==> src/rtl/larpix_rx_pkg.sv <==
// Shared types and constants for the LArPix UART receive path.
package larpix_rx_pkg;

    localparam int unsigned WIDTH_DEFAULT = 64;

    // Receiver FSM encoding
    typedef logic [1:0] rx_state_t;
    localparam logic [1:0] ST_IDLE  = 2'd0;
    localparam logic [1:0] ST_START = 2'd1;
    localparam logic [1:0] ST_DATA  = 2'd2;
    localparam logic [1:0] ST_STOP  = 2'd3;

    // Buffered packet: payload plus parity flag (flag present only with parity checking)
    typedef struct packed {
        logic                     parity;
        logic [WIDTH_DEFAULT-1:0] payload;
    } packet_t;

endpackage

==> src/rtl/larpix_rx_fifo.sv <==
// Synchronous packet FIFO with registered head, valid (non-empty) and full flags.
// DEPTH must be a power of two, at least 2.
module larpix_rx_fifo #(
    parameter int unsigned DATA_W = 64,
    parameter int unsigned DEPTH  = 4
) (
    input  logic              clk,
    input  logic              reset_n,
    input  logic              push,
    input  logic [DATA_W-1:0] push_data,
    input  logic              pop,
    output logic [DATA_W-1:0] head,
    output logic              valid,
    output logic              full
);

    localparam int unsigned AW = $clog2(DEPTH);
    localparam int unsigned CW = $clog2(DEPTH + 1);

    logic [DATA_W-1:0] mem [DEPTH];
    logic [AW-1:0]     wr_ptr;
    logic [AW-1:0]     rd_ptr;
    logic [AW-1:0]     rd_ptr_n;
    logic [CW-1:0]     count;
    logic [CW-1:0]     count_n;
    logic              do_push;
    logic              do_pop;

    // A full FIFO still accepts a push when the head leaves in the same cycle
    always_comb begin
        do_pop   = pop & valid;
        do_push  = push & (~full | do_pop);
        rd_ptr_n = rd_ptr + AW'(do_pop);
        count_n  = count + CW'(do_push) - CW'(do_pop);
    end

    always_ff @(posedge clk) begin
        if (do_push) begin
            mem[wr_ptr] <= push_data;
        end
    end

    // Head forwards the incoming entry when it lands in the slot about to become head
    always_ff @(posedge clk or negedge reset_n) begin
        if (!reset_n) begin
            wr_ptr <= '0;
            rd_ptr <= '0;
            count  <= '0;
            valid  <= 1'b0;
            full   <= 1'b0;
            head   <= '0;
        end else begin
            wr_ptr <= wr_ptr + AW'(do_push);
            rd_ptr <= rd_ptr_n;
            count  <= count_n;
            valid  <= (count_n != '0);
            full   <= (count_n == CW'(DEPTH));
            if (count_n != '0) begin
                head <= (do_push && (rd_ptr_n == wr_ptr)) ? push_data : mem[rd_ptr_n];
            end
        end
    end

endmodule

==> src/rtl/larpix_uart_rx.sv <==
// UART receiver for one LArPix MISO lane: start/data/stop framing into a packet FIFO.
// Optional odd-parity flag per packet enabled by defining PARITY_CHECK_EN.
module larpix_uart_rx
    import larpix_rx_pkg::*;
#(
    parameter int unsigned CLKS_PER_BIT = 4,
    parameter int unsigned WIDTH        = WIDTH_DEFAULT,
    parameter int unsigned FIFO_DEPTH   = 4
) (
    input  logic             clk,
    input  logic             reset_n,
    input  logic             miso,
    input  logic             clr_errors,
    input  logic             packet_ready,
    output logic [WIDTH-1:0] packet_out,
    output logic             packet_valid,
    output logic             parity_err,
    output logic             framing_err,
    output logic             overflow
);

    localparam int unsigned HALF = CLKS_PER_BIT / 2;
    localparam int unsigned TW   = $clog2(CLKS_PER_BIT);
    localparam int unsigned BW   = $clog2(WIDTH + 1);
`ifdef PARITY_CHECK_EN
    localparam int unsigned ENTRY_W = WIDTH + 1;
`else
    localparam int unsigned ENTRY_W = WIDTH;
`endif

    logic [1:0]         sync_q;
    logic               rx;
    logic               rx_prev_q;
    rx_state_t          state_q;
    rx_state_t          state_n;
    logic [TW-1:0]      timer_q;
    logic [TW-1:0]      timer_n;
    logic [BW-1:0]      bit_cnt_q;
    logic [BW-1:0]      bit_cnt_n;
    logic [WIDTH-1:0]   shift_q;
    logic [WIDTH-1:0]   shift_n;
    logic               push_c;
    logic               frame_bad_c;
    logic               pop_c;
    logic               fifo_full;
    logic [ENTRY_W-1:0] entry_c;
    logic [ENTRY_W-1:0] fifo_head;

    assign rx = sync_q[1];

    // Two-flop synchronizer, idle-high preset; previous sample arms start detection
    always_ff @(posedge clk or negedge reset_n) begin
        if (!reset_n) begin
            sync_q    <= 2'b11;
            rx_prev_q <= 1'b1;
        end else begin
            sync_q    <= {sync_q[0], miso};
            rx_prev_q <= rx;
        end
    end

    always_ff @(posedge clk or negedge reset_n) begin
        if (!reset_n) begin
            state_q     <= ST_IDLE;
            timer_q     <= '0;
            bit_cnt_q   <= '0;
            shift_q     <= '0;
            framing_err <= 1'b0;
        end else begin
            state_q     <= state_n;
            timer_q     <= timer_n;
            bit_cnt_q   <= bit_cnt_n;
            shift_q     <= shift_n;
            framing_err <= frame_bad_c;
        end
    end

    // Bit-timer driven framing; start sampled mid-bit, later bits one bit period apart
    always_comb begin
        state_n     = state_q;
        timer_n     = timer_q + TW'(1);
        bit_cnt_n   = bit_cnt_q;
        shift_n     = shift_q;
        push_c      = 1'b0;
        frame_bad_c = 1'b0;
        case (state_q)
            ST_IDLE: begin
                timer_n = '0;
                if (rx_prev_q && !rx) begin
                    state_n = ST_START;
                end
            end
            ST_START: begin
                if (timer_q == TW'(HALF - 1)) begin
                    timer_n   = '0;
                    bit_cnt_n = '0;
                    state_n   = rx ? ST_IDLE : ST_DATA;
                end
            end
            ST_DATA: begin
                if (timer_q == TW'(CLKS_PER_BIT - 1)) begin
                    timer_n   = '0;
                    shift_n   = {rx, shift_q[WIDTH-1:1]};
                    bit_cnt_n = bit_cnt_q + BW'(1);
                    if (bit_cnt_q == BW'(WIDTH - 1)) begin
                        state_n = ST_STOP;
                    end
                end
            end
            ST_STOP: begin
                if (timer_q == TW'(CLKS_PER_BIT - 1)) begin
                    timer_n     = '0;
                    state_n     = ST_IDLE;
                    push_c      = rx;
                    frame_bad_c = ~rx;
                end
            end
            default: begin
                state_n = ST_IDLE;
            end
        endcase
    end

`ifdef PARITY_CHECK_EN
    // Odd parity over the full word: flag set when the XOR of all bits is 0
    assign entry_c    = {~^shift_q, shift_q};
    assign packet_out = fifo_head[WIDTH-1:0];
    assign parity_err = fifo_head[WIDTH];
`else
    assign entry_c    = shift_q;
    assign packet_out = fifo_head;
    assign parity_err = 1'b0;
`endif

    assign pop_c = packet_valid & packet_ready;

    larpix_rx_fifo #(
        .DATA_W (ENTRY_W),
        .DEPTH  (FIFO_DEPTH)
    ) u_fifo (
        .clk       (clk),
        .reset_n   (reset_n),
        .push      (push_c),
        .push_data (entry_c),
        .pop       (pop_c),
        .head      (fifo_head),
        .valid     (packet_valid),
        .full      (fifo_full)
    );

    // Sticky drop flag; a new drop outranks a clear in the same cycle
    always_ff @(posedge clk or negedge reset_n) begin
        if (!reset_n) begin
            overflow <= 1'b0;
        end else if (push_c && fifo_full && !pop_c) begin
            overflow <= 1'b1;
        end else if (clr_errors) begin
            overflow <= 1'b0;
        end
    end

endmodule

==> config.mk <==
export PLATFORM = sky130hd
export DESIGN_NAME = larpix_uart_rx
export DESIGN_NICKNAME = d
export VERILOG_FILES = /design/src/rtl/larpix_rx_pkg.sv /design/src/rtl/larpix_rx_fifo.sv /design/src/rtl/larpix_uart_rx.sv
export SDC_FILE = /design/constraint.sdc
export NUM_CORES = 1
export LEC_CHECK = 0
export BUFFER_PORTS_ARGS = -buffer_cell sky130_fd_sc_hd__clkbuf_2
export CAP_MARGIN = 20
export CORE_ASPECT_RATIO = 1.4
export CORE_MARGIN = 10
export CORE_UTILIZATION = 30
export DETAILED_ROUTE_END_ITERATION = 10
export GPL_ROUTABILITY_DRIVEN = 0
export PLACE_DENSITY = 0.42
export SLEW_MARGIN = 20
export SYNTH_ARGS = -nofsm -noshare
export SYNTH_HDL_FRONTEND = slang
export SYNTH_SLANG_ARGS = --single-unit
==> constraint.sdc <==
create_clock -name clk -period 7.6 [get_ports clk]
set_input_delay 0.76 -clock clk [delete_from_list [all_inputs] [get_ports clk]]
set_output_delay 0.76 -clock clk [all_outputs]
set_load 0.01 [all_outputs]
==> qor.csv, run 1 <==
stage,metric,value,unit
detailed_routing,Routed Antenna Nets,0,
power,Power Density,370.0,nW/um^2
die,die height,291.0,um
setup_path,critical path's most frequent cell,ha_1,
finish,"most common cell after layout, fill and taps aside",nand2_1,
synthesis,post-synthesis sequential area ratio,0.7323,
detailed_routing,DRC violations left,0,
clocking,CTS Buf Count,41,
synthesis,syn nets,1073,
setup_path,CP Class,flip-flop to flip-flop,
global_route,vias in the first global route,9244,
synthesis,syn avg cell area,14.85,um^2
sta,setup ws final,3.572,ns
finish,nets,1143,
clocking,maximum root-to-sink buffer count,3,
setup_path,CP startpoint kind,flip-flop,
setup_path,slowest CP cell,buf_4,
run,maxcap violations,0,
finish,Filler Cell Count,5054,
outcome,status,finished clean,
sta,Rel. slew slack,0.2765,
setup_path,Critical Path Fanout Max,75,
finish,share of cells above drive strength 1,0.1928,
clocking,CTS tree,done,
finish,Area Overhead vs Synth,14.86,%
clocking,htree depth,2,
synthesis,"FF+latch count, synth",409,
synthesis,mapped cell area,15730,um^2
sta,Final Critical Period,4.028,ns
sta,RSZ-0062 raised after global routing,false,
hold_path,Worst Hold Class,input port to asynchronous set/reset pin,
synthesis,Main synth FF type,edfxtp_1,
synthesis,largest family of logic cells by synthesized area,simple AND/OR/NAND/NOR gates,
detailed_routing,wire per inst,20.42,um
clocking,CTS Sinks,409,
setup_path,crit path buf inv count,2,
global_route,initial antenna violation count,0,
sta,f_max,248.2,MHz
synthesis,Netlist cell types,41,
global_route,total gr overflow,0,
clocking,Skew-Pair Late Insertion Delay,0.55,ns
sta,Clock Skew,0.02650,ns
setup_path,CP Data Required Time,7.96,ns
setup_path,max incr delay on CP,0.78,ns
sta,setup tns final,0,ns
sta,Fin. Hold Viols,0,
die,Die Area,62130,um^2
die,core area,52020,um^2
synthesis,Synth Area in Compound Gates,0.03078,
detailed_routing,total number of vias,8527,
synthesis,number of synthesized flops with an enable pin,256,
global_route,first-pass GRT wire length,58.17,mm
placement,Setup WS pre-CTS,3.422,ns
synthesis,simple-gate share of the synthesized area,0.1048,
power,leak pwr,7.131,nW
detailed_routing,Pre-antenna DRT Iters,4,
setup_path,R2R depth,10,
setup_path,Crit. End Element,flip-flop,
clocking,root buffer cell,clkbuf_16,
sta,fin. max-slew vios,0,
setup_path,crit path cell chain,ha_1 > and4_1 > nand2_1 > inv_1 > ha_1 > fa_1 > xnor3_1 > or3_4 > buf_4 > a31oi_1,
synthesis,XOR/XNOR Fraction of Synth Area,0.006204,
synthesis,Synth async-reset ratio,0.3741,
clocking,"Reg clk slew, reported paths",0.06,ns
sta,Tcrit/Tclk final,0.5300,
detailed_routing,Detailed Route Iter0 Violations,437,
finish,ANT cells,0,
setup_path,crit-path leading delay family,simple AND/OR/NAND/NOR gates,
die,Initial Util,0.3024,
synthesis,cells after synthesis,1059,
power,Max IR drop VDD,0.2158,mV
sta,final setup fails,0,
detailed_routing,Post-Route WL,37.12,mm
placement,post-DP HPWL,18.62,mm
synthesis,multiplexer area fraction after synthesis,0.09290,
clocking,hold buffer count at CTS,0,
detailed_routing,vias per cell,4.690,
sta,slew at the pin closest to its max-slew limit,1.085,ns
die,Site Rows,99,
synthesis,Synth Area in Adders,0.007635,
clocking,# resized after CTS,0,
placement,port bufs,71,
finish,"commonest cells after routing, fill and taps aside","nand2_1, edfxtp_1, dfrtp_1, nor2_1, clkbuf_2",
synthesis,Yosys warnings,0,
die,num ports,73,
global_route,Tot GR Track Use,0.1224,
die,Die W,213.5,um
global_route,pin count of the biggest net entering global routing,76,
clocking,setup bufs post-CTS,0,
setup_path,data arrival time of the critical path,4.39,ns
setup_path,WP depth,10,
## sequential cells by signal, summed over array words and instances (netlist names), 2 cells and up, named ones only
signal	count
bit_cnt_q	7
entry_c	64
sync_q	2
timer_q	2
u_fifo.count	3
u_fifo.head	64
u_fifo.mem	256
u_fifo.rd_ptr	2
u_fifo.wr_ptr	2
## Yosys cell counts, types with 2 or more instances
library cell / instances / area [um^2]
or3_1: 2 / 12.51
buf_2: 25 / 125.1
buf_1: 2 / 7.510
mux2i_1: 2 / 20.02
ha_1: 8 / 100.1
clkbuf_1: 14 / 52.55
xnor2_1: 2 / 17.52
buf_6: 13 / 146.4
edfxtp_1: 256 / 7687
o21ai_0: 3 / 15.01
xor2_1: 4 / 35.03
nor3b_1: 3 / 22.52
a21oi_1: 4 / 20.02
mux4_2: 64 / 1441
and4_1: 2 / 17.52
nor2_1: 73 / 274.0
inv_1: 9 / 33.78
dfstp_2: 3 / 78.83
buf_4: 4 / 30.03
xnor3_1: 2 / 45.04
dfrtp_1: 150 / 3754
nor3_1: 2 / 10.01
nand2_1: 331 / 1242
a31oi_1: 64 / 400.4
## worst paths after layout
path | startpoint | end | slack [ns]
worst min register to register | sync_q[0]$_DFF_PN1_ | sync_q[1]$_DFF_PN1_ | 0.35
worst min-delay path | reset_n | u_fifo.head[20]$_DFFE_PN0P_ | 0.26
worst max-delay path | timer_q[0]$_DFF_PN0_ | u_fifo.head[3]$_DFFE_PN0P_ | 3.57
worst max register to register | timer_q[0]$_DFF_PN0_ | u_fifo.head[3]$_DFFE_PN0P_ | 3.57
max in group asynchronous | reset_n | u_fifo.count[0]$_DFF_PN0_ | 6.20
min in group clk | miso | sync_q[0]$_DFF_PN1_ | 0.31
## kinds of logic (layout without fill, tap and decap cells)
| group | count (synthesis) | count (layout) |
|---|---|---|
| AND/OR/NAND/NOR | 422 | 422 |
| AO/OA/AOI/OAI | 77 | 77 |
| adder cells (fa/ha/maj) | 9 | 9 |
| buffers and inverters | 67 | 170 |
| XOR/XNOR | 8 | 8 |
| multiplexers | 66 | 66 |
| other | 1 | 1 |
| flip-flops | 409 | 409 |
## power breakdown
part | leakage, nW | switching (mW) | internal [mW] | total (mW)
Clock | 0.666 | 0.854 | 1.18 | 2.03
Combinational | 2.15 | 1.05 | 0.840 | 1.89
Sequential | 4.32 | 0.175 | 2.59 | 2.76
## final cells by class
type / count / area, um^2 / share of cell area
Inverter: 9 / 33.78 / 0.001870
Tap cell: 656 / 820.8 / 0.04543
Clock inverter: 21 / 178.9 / 0.009902
Sequential cell: 409 / 11520 / 0.6376
Timing Repair Buffer: 85 / 469.2 / 0.02597
Clock buffer: 55 / 1161 / 0.06426
Multi-Input combinational cell: 583 / 3885 / 0.2150
## metrics by stage
stage                     instances  hold WS (ns)  power (mW)  utilization  cell area, um^2
after floorplan                1059        0.3452       4.227            -            15730
after global placement         1742        0.3460       4.762       0.3215            16730
after detailed placement       1742        0.3478       4.787       0.3215            16730
after CTS                      1818        0.2723       6.850       0.3473            18070
after global routing           1818        0.2917       7.124       0.3473            18070
final                          1818        0.2630       6.686       0.3473            18070
## per-layer routing
layer | vias to the layer above | global-route usage | wire, um
li1 | 3940 | - | -
met1 | 4421 | 0.1495 | 15650
met2 | 115 | 0.2153 | 19370
met3 | 51 | 0.02076 | 1299
met4 | 0 | 0.03604 | 802
met5 | - | 0 | 0
No activity file was read; power rests on OpenSTA's default activity.
==> inputs of run 2 (changes only) <==
- PLACE_DENSITY: 0.42 -> 0.43
- clock period: 7.6 -> 3.47 ns (I/O delays scaled with it)
==> qor.csv, run 2 (same netlist as run 1, synthesis figures left out) <==
stage,metric,value,unit
outcome,status,finished clean,
power,Power Density,803.3,nW/um^2
sta,final setup fails,0,
power,Max IR drop VDD,0.5467,mV
finish,Filler Cell Count,5022,
global_route,total gr overflow,0,
finish,"most common cell after layout, fill and taps aside",nand2_1,
sta,f_max,310.0,MHz
detailed_routing,DRC violations left,0,
finish,"commonest cells after routing, fill and taps aside","nand2_1, edfxtp_1, dfrtp_1, nor2_1, clkbuf_2",
placement,port bufs,71,
global_route,first-pass GRT wire length,57.70,mm
die,num ports,73,
clocking,CTS Sinks,409,
finish,max FFs per register,256,
detailed_routing,total number of vias,8527,
sta,RSZ-0062 raised after global routing,false,
finish,share of cells above drive strength 1,0.2070,
finish,register name with the most flops,u_fifo.mem,
clocking,CTS tree,done,
clocking,CTS Buf Count,42,
sta,Fin. Hold Viols,0,
detailed_routing,Detailed Route Iter0 Violations,473,
run,maxcap violations,0,
placement,post-DP HPWL,19.45,mm
clocking,"Reg clk slew, reported paths",0.06,ns
die,core area,52020,um^2
global_route,vias in the first global route,9166,
power,total power,14.72,mW
hold_path,Worst Hold Class,input port to flip-flop,
sta,setup tns final,0,ns
power,leak pwr,7.251,nW
clocking,maximum root-to-sink buffer count,3,
die,Site Rows,99,
sta,Clock Skew,0.01467,ns
sta,Tcrit/Tclk final,0.9296,
finish,ANT cells,0,
die,Initial Util,0.3024,
die,Die W,213.5,um
global_route,initial antenna violation count,0,
clocking,Skew-Pair Late Insertion Delay,0.54,ns
global_route,pin count of the biggest net entering global routing,66,
global_route,Tot GR Track Use,0.1212,
detailed_routing,Post-Route WL,36.78,mm
sta,Final Critical Period,3.226,ns
setup_path,data arrival time of the critical path,3.61,ns
clocking,htree depth,2,
setup_path,CP startpoint kind,flip-flop,
sta,Rel. slew slack,0.4940,
detailed_routing,wire per inst,20.04,um
finish,nets,1160,
setup_path,CP Class,flip-flop to flip-flop,
detailed_routing,Pre-antenna DRT Iters,4,
detailed_routing,vias per cell,4.647,
finish,Area Overhead vs Synth,16.50,%
sta,slew at the pin closest to its max-slew limit,0.7589,ns
detailed_routing,Routed Antenna Nets,0,
setup_path,Critical Path Fanout Max,41,
sta,fin. max-slew vios,0,
clocking,root buffer cell,clkbuf_16,
die,die height,291.0,um
die,Die Area,62130,um^2
setup_path,Crit. End Element,flip-flop,
setup_path,CP Data Required Time,3.86,ns
[run 2: per-layer routing]
layer | GRT usage | share of wire
met3 | 0.02528 | 0.043
met4 | 0.03171 | 0.018
met5 | 0 | 0
met2 | 0.2139 | 0.52
met1 | 0.1460 | 0.42
[run 2: worst paths after layout]
kind                                      start                          end  slack [ns]  cells past startpoint
min reg2reg                 sync_q[0]$_DFF_PN1_          sync_q[1]$_DFF_PN1_        0.36                      0
min in group asynchronous               reset_n      entry_c[54]$_DFFE_PN0P_        0.39                      2
min                                packet_ready         overflow$_DFFE_PN0P_        0.29                      3
max in group asynchronous               reset_n          sync_q[1]$_DFF_PN1_        2.23                      3
max                        timer_q[0]$_DFF_PN0_  u_fifo.head[10]$_DFFE_PN0P_        0.24                     11
max reg2reg                timer_q[0]$_DFF_PN0_  u_fifo.head[10]$_DFFE_PN0P_        0.24                     11
[run 2: what timing repair did]
item | in CTS | in global routing
hold buffers | 3 | 0
gates resized for setup | 0 | 1
hold endpoints to repair | 57 | 0
setup buffers | 0 | 0
endpoints found under the setup margin | 0 | 17
[run 2: power by group]
group	internal [mW]	leakage (nW)	switching [mW]
Combinational	1.90	2.24	2.29
Sequential	5.67	4.32	0.368
Clock	2.63	0.686	1.87
[run 2: critical path, stage by stage (launching register included)]
cell and delay [ns]:
dfrtp_1 0.41, ha_1 0.29, and4_1 0.28, nand2_1 0.11, inv_1 0.09, ha_1 0.23
fa_1 0.39, xnor3_1 0.40, or3_4 0.36, buf_4 0.29, nor2_1 0.15, a31oi_1 0.06
[run 2: per-stage QoR]
| stage | cell area (um^2) | utilization | worst slack [ns] | cells | hold slack, ns |
|---|---|---|---|---|---|
| 6_report | 18330 | 0.3523 | 0.2444 | 1835 | 0.2888 |
| 3_3_place_gp | 16920 | 0.3253 | 0.2520 | 1755 | 0.3489 |
| 3_5_place_dp | 16920 | 0.3253 | 0.1596 | 1755 | 0.3507 |
| 4_1_cts | 18320 | 0.3522 | 0.1479 | 1835 | 0.2725 |
| 2_1_floorplan | 15760 | - | 0.1906 | 1059 | 0.05141 |
| 5_1_grt | 18330 | 0.3523 | 0.06164 | 1835 | 0.3161 |
[run 2: cell type report]
cell class                 instances  area [um^2]  area share
clock buffer                      56         1185     0.06466
clock inverter                    21        183.9     0.01004
inverter                           9        33.78    0.001843
multi-input combinational        583         3897      0.2127
sequential                       409        11520      0.6286
tap                              656        820.8     0.04479
timing repair buffer             101        685.7     0.03741
